### config.mk
export PLATFORM = sky130hd
export DESIGN_NAME = module_debouncer_multi
export DESIGN_NICKNAME = d
export VERILOG_FILES = /design/src/rtl/module_debouncer_multi.sv
export SDC_FILE = /design/constraint.sdc
export NUM_CORES = 1
export LEC_CHECK = 0
export ABC_CLOCK_PERIOD_IN_PS = 1490
export CAP_MARGIN = 0
export CORE_UTILIZATION = 52
export DETAILED_ROUTE_END_ITERATION = 12
export PLACE_DENSITY = 0.84
export SYNTH_ARGS = -nofsm -noshare
export SYNTH_HDL_FRONTEND = slang
export SYNTH_SLANG_ARGS = --single-unit
### constraint.sdc
create_clock -name clk -period 1.49 [get_ports clk]
set_input_delay 0.2235 -clock clk [delete_from_list [all_inputs] [get_ports clk]]
set_output_delay 0.2235 -clock clk [all_outputs]
set_load 0.005 [all_outputs]
### src/rtl/module_debouncer_multi.sv
// N-channel debouncer: per-channel synchroniser and stability counter, with a
// registered clean level, one-cycle rise/fall strobes and a global change flag.
module module_debouncer_multi #(
    parameter int   N_CH          = 4,
    parameter int   STABLE_CYCLES = 8,
    parameter int   SYNC_STAGES   = 2,
    parameter logic RST_LEVEL     = 1'b0
) (
    input  logic            clk,
    input  logic            rst_i,
    input  logic [N_CH-1:0] bt_i,
    output logic [N_CH-1:0] level_o,
    output logic [N_CH-1:0] rise_o,
    output logic [N_CH-1:0] fall_o,
    output logic            any_change_o
);

    localparam int CNT_W = $clog2(STABLE_CYCLES + 1);
    localparam logic [CNT_W-1:0] CNT_LAST = CNT_W'(STABLE_CYCLES - 1);

    logic [N_CH-1:0]  sync_q [SYNC_STAGES];
    logic [N_CH-1:0]  sync_s;
    logic [CNT_W-1:0] cnt_q  [N_CH];
    logic [CNT_W-1:0] cnt_d  [N_CH];
    logic [N_CH-1:0]  level_q, level_d;
    logic [N_CH-1:0]  rise_q,  rise_d;
    logic [N_CH-1:0]  fall_q,  fall_d;
    logic             any_q,   any_d;

    // Preloading RST_LEVEL keeps reset release from looking like an input edge.
    always_ff @(posedge clk or negedge rst_i) begin
        if (!rst_i) begin
            for (int i = 0; i < SYNC_STAGES; i++) begin
                sync_q[i] <= {N_CH{RST_LEVEL}};
            end
        end else begin
            sync_q[0] <= bt_i;
            for (int i = 1; i < SYNC_STAGES; i++) begin
                sync_q[i] <= sync_q[i-1];
            end
        end
    end

    assign sync_s = sync_q[SYNC_STAGES-1];

    always_comb begin
        level_d = level_q;
        rise_d  = '0;
        fall_d  = '0;
        for (int c = 0; c < N_CH; c++) begin
            cnt_d[c] = '0;
            if (sync_s[c] != level_q[c]) begin
                if (cnt_q[c] == CNT_LAST) begin
                    level_d[c] = sync_s[c];
                    rise_d[c]  = sync_s[c];
                    fall_d[c]  = ~sync_s[c];
                end else begin
                    cnt_d[c] = cnt_q[c] + CNT_W'(1);
                end
            end
        end
        any_d = |(rise_d | fall_d);
    end

    always_ff @(posedge clk or negedge rst_i) begin
        if (!rst_i) begin
            for (int c = 0; c < N_CH; c++) begin
                cnt_q[c] <= '0;
            end
            level_q <= {N_CH{RST_LEVEL}};
            rise_q  <= '0;
            fall_q  <= '0;
            any_q   <= 1'b0;
        end else begin
            for (int c = 0; c < N_CH; c++) begin
                cnt_q[c] <= cnt_d[c];
            end
            level_q <= level_d;
            rise_q  <= rise_d;
            fall_q  <= fall_d;
            any_q   <= any_d;
        end
    end

    assign level_o      = level_q;
    assign rise_o       = rise_q;
    assign fall_o       = fall_q;
    assign any_change_o = any_q;

endmodule

==> Word level (Yosys, flattened, before mapping) <==
Index checks and enable logic that the tools add are counted.
W data, S select, Z words.
{ "op_classes": {"add_sub_neg": 4, "eq_ne": 8, "muxes": 24, "bitwise_logic": 5, "reduce_logical": 5} }
{ "ops": {"columns": ["op", "n"], "rows": [
  ["$mux W4", 8],
  ["$add A4 B1 Y4 const B", 4],
  ["$eq A4 B3 Y1 const B", 4],
  ["$mux W1", 16],
  ["$reduce_and A2 Y1", 4],
  ["$ne A1 B1 Y1", 4],
  ["$not A1 Y1", 4],
  ["$or A4 B4 Y4", 1],
  ["$reduce_or A4 Y1", 1]
]} }
{ "word_totals": {"ff_bits": 37, "inputBits": 6, "out_inout_bits": 13} }

==> Depth between registers and ports, before layout <==
{ "logic_depth": {"ltp_word": 5, "mapped_depth": 4, "ltp_nobuf": 4} }

==> Worst setup path after synthesis <==
No wires, ideal clock.
{ "synth_path": {"kind": "reg-to-reg", "start": "reg cnt_q[8] (netlist bit)", "end": "reg level_q[1], in the netlist level_o[1]", "setup_ps": 125, "arrival_time_ps": 1098, "t_required_ps": 1365, "setup_slack_ps": 267, "stages_incl_launch_ff": 4, "n_path_buf": 0, "synth_period_minus_slack_ps": 1223, "path_cell_list": "dfrtp_1 > ha_1 > nand3b_1 > mux2_2"} }
{ "synth_via": {"elab_chain_len": 2} }
{ "synth_rtl": {"columns": ["element", "line_no", "rtl"], "rows": [
  ["from (decl)", "23", "logic [CNT_W-1:0] cnt_q [N_CH];"],
  ["from (signal, indexed assignment)", "76", "cnt_q[c] <= cnt_d[c];"],
  ["$eq A4 B3 Y1", "53", "if (cnt_q[c] == CNT_LAST) begin"],
  ["$reduce_and A2 Y1 (no line)", null, null],
  ["to (signal assigned)", "70", "level_q <= {N_CH{RST_LEVEL}};"],
  ["to (signal assigned)", "78", "level_q <= level_d;"],
  ["to (decl)", "25", "logic [N_CH-1:0] level_q, level_d;"]
]} }
No other way between the ends.
A chain may end at the register's enable or synchronous reset.

==> Final worst setup path <==
{ "layout_path": {"start": "reg level_q[2], in the netlist level_o[2]", "end": "out level_o[2]"} }
{ "layout_lines": {"columns": ["element", "line_no", "rtl"], "rows": [
  ["to (decl)", "12", "output logic [N_CH-1:0] level_o,"]
]} }
No word-level cell between the ends.

==> impl_metrics.env <==
export IMPL_p_leak_uw=0.000813
export IMPL_port_buffers=18
export IMPL_synth_top_family_by_area="simple AND/OR/NAND/NOR gates"
export IMPL_synth_area_mux_share_pct=6.16
export IMPL_placed_area_um2=1610
export IMPL_power_density_nw_per_um2=1480
export IMPL_skew_ps=4.78
export IMPL_yosys_top_cells_count="dfrtp_1, nor2_1, nor3b_1, xnor2_1"
export IMPL_ys_seq_elements=37
export IMPL_die_w_um=53.5
export IMPL_arrival_ps=1170
export IMPL_grt_start_max_net_pins=38
export IMPL_drtAntennaViolNets=0
export IMPL_fmax_mhz=718
export IMPL_synth_xor_area_share_pct=6.16
export IMPL_synthDistinctLibCells=17
export IMPL_cts_max_level=2
export IMPL_synth_flop_cell="dfrtp_1"
export IMPL_routedWlPerCell_um=12.5
export IMPL_syn_nets=108
export IMPL_cts_tree="done"
export IMPL_setup_tns_final_ps=0
export IMPL_critPathCaptureType="primary output"
export IMPL_fill_cells=191
export IMPL_antenna_cells=0
export IMPL_grt_usage_pct=16.9
export IMPL_gp_congestion=0.643
export IMPL_hold_start="bt_i[0]"
export IMPL_worstSetupStartpointType="register"
export IMPL_slowest_delay_ps=500
export IMPL_die_area_um2=2870
export IMPL_layout_drive_gt1_share_pct=15.5
export IMPL_start_util_pct=55.3
export IMPL_firstDrtPassIters=4
export IMPL_path_buf_inv=1
export IMPL_min_period_ps=1390
export IMPL_p_total_uw=2510
export IMPL_syn_avg_cell_area_um2=14.1
export IMPL_antenna_found_initial=0
export IMPL_synth_compound_area_share_pct=0.906
export IMPL_synth_most_common_cell="dfrtp_1"
export IMPL_synthAdderAreaFrac_pct=3.62
export IMPL_maxCapViolCount=0
export IMPL_peakVddDrop_mv=0.977
export IMPL_ys_warn_count=0
export IMPL_outcome="finished, final reports clean"
export IMPL_clk_path_buf_depth=2
export IMPL_core_area_um2=2500
export IMPL_clk_pin_slew_ps=100
export IMPL_cp_slowest_cell="clkdlybuf4s50_1"
export IMPL_path_max_fanout=2
export IMPL_die_h_um=53.5
export IMPL_synth_top_area_share_pct=67.0
export IMPL_crit_chain="clkdlybuf4s50_1"
export IMPL_numCtsBuffers=5
export IMPL_row_count=18
export IMPL_yosysSeqAreaShare_pct=67.0
export IMPL_seqCellArea_um2=927
export IMPL_slew_violations=0
export IMPL_max_slew_margin_pct=70.4
export IMPL_fin_area_um2=1700
export IMPL_io_pin_count=19
export IMPL_synth_edf_count=0
export IMPL_rsz0062_at_grt="no"
export IMPL_setup_violations=0
export IMPL_synth_area_leader_cell="dfrtp_1"
export IMPL_multi_input_area_um2=448
export IMPL_fin_crit_sh_pct=93.4
export IMPL_area_delta_synth_final_pct=22.8
export IMPL_crit_start="level_o[2]"
export IMPL_async_flop_share_pct=100
export IMPL_hp_class="in2reg"
export IMPL_drc=0
export IMPL_netlist_area_um2=1380
export IMPL_synth_simple_area_share_pct=15.6
export IMPL_synthCells=98
export IMPL_grt_pass1_vias=781
export IMPL_nets=139
export IMPL_vias=818
export IMPL_clock_sinks=37
export IMPL_totalWireLength_mm=1.99
export IMPL_vias_per_cell=5.14
export IMPL_critPathKind="reg2out"
export IMPL_grt_pass1_wl_mm=3.29
export IMPL_grt_ovfl_total=0
export IMPL_cts_root_buf="clkbuf_4"
export IMPL_rr_startpoint="level_o[2]"
export IMPL_worst_slew_pin_transition_ps=445
export IMPL_cp_top_family="buffers and inverters"
export IMPL_insertion_delay_ps=320
export IMPL_drtIter0Drc=5
export IMPL_yosys_top_cells_area="dfrtp_1, nor3b_1, xnor2_1"
export IMPL_worstPathRequired_ps=1270
export IMPL_hold_violations=0
-- through the flow --
step	cells	setup WS [ps]	hold slack (ps)	util (%)
CTS	159	74.6	309	67.9
global route	159	15.5	316	67.9
detailed placement	148	161	287	64.4
global placement	148	189	280	64.4
floorplan	98	267	-72.1	-
finish	159	97.8	330	67.9
-- metal layers --
layer / vias to the layer above / GRT usage [%] / wire, um
met5: - / 0 / 0
met4: 0 / 9.21 / 23
met2: 18 / 28.7 / 988
met1: 404 / 19.0 / 900
li1: 393 / - / -
met3: 3 / 5.08 / 77
-- logic make-up (layout without fill, tap and decap cells) --
group,after synthesis,in the layout
buffers and inverters,2,33
adder cells (fa/ha/maj),4,4
AND/OR/NAND/NOR,37,37
multiplexers,8,8
flip-flops,37,37
AO/OA/AOI/OAI,2,2
XOR/XNOR,8,8
-- power by group --
| part | switching [uW] | internal (uW) |
|---|---|---|
| Sequential | 148 | 1190 |
| Combinational | 274 | 390 |
| Clock | 283 | 223 |
| Total | 704 | 1800 |
-- path summary, 6_finish.rpt --
| kind | endpoint | slack, ps | depth (start not counted) |
|---|---|---|---|
| min in group asynchronous | cnt_q[14] | 460 | 3 |
| worst max-delay path | level_o[2] | 100 | 1 |
| worst min-delay path | sync_q[4] | 330 | 1 |
| worst min register to register | sync_s[1] | 360 | 0 |
| worst max register to register | any_change_o | 130 | 4 |
| max in group asynchronous | level_o[3] | 690 | 3 |
-- sequential cells by signal, indices dropped and copies added, names as in the netlist --
register / cells
any_change_o: 1
cnt_q: 16
fall_o: 4
level_o: 4
rise_o: 4
sync_q: 4
sync_s: 4
-- final cells by class --
type / count / share of cell area (%)
clock buffer: 7 / 3.24
inverter: 2 / 0.442
multi-input combinational: 59 / 26.4
sequential: 37 / 54.6
tap: 30 / 2.21
timing repair buffer: 24 / 13.1
-- cells in the final DEF, fill, tap and decap left out, types with 2 or more instances in the layout --
master	synthesis	final
nor3b_1	10	10
nor2b_1	2	2
o22ai_1	2	2
nor3_1	2	2
dfrtp_1	37	36
mux2i_1	4	4
nand3b_1	4	4
inv_1	2	2
clkdlybuf4s50_1	0	16
buf_4	0	5
nand3_1	4	4
nor2_1	12	12
xnor2_1	6	6
xnor2_2	2	2
ha_1	4	4
clkbuf_4	0	5
mux2_2	4	4
-- repair_timing --
item,in CTS,in global routing
endpoints found under the hold margin,37,0
hold buffers,1,0
setup endpoints to repair,4,0
setup buffers,3,0
gates resized for setup,2,0
(Power assumes the default switching activity.)
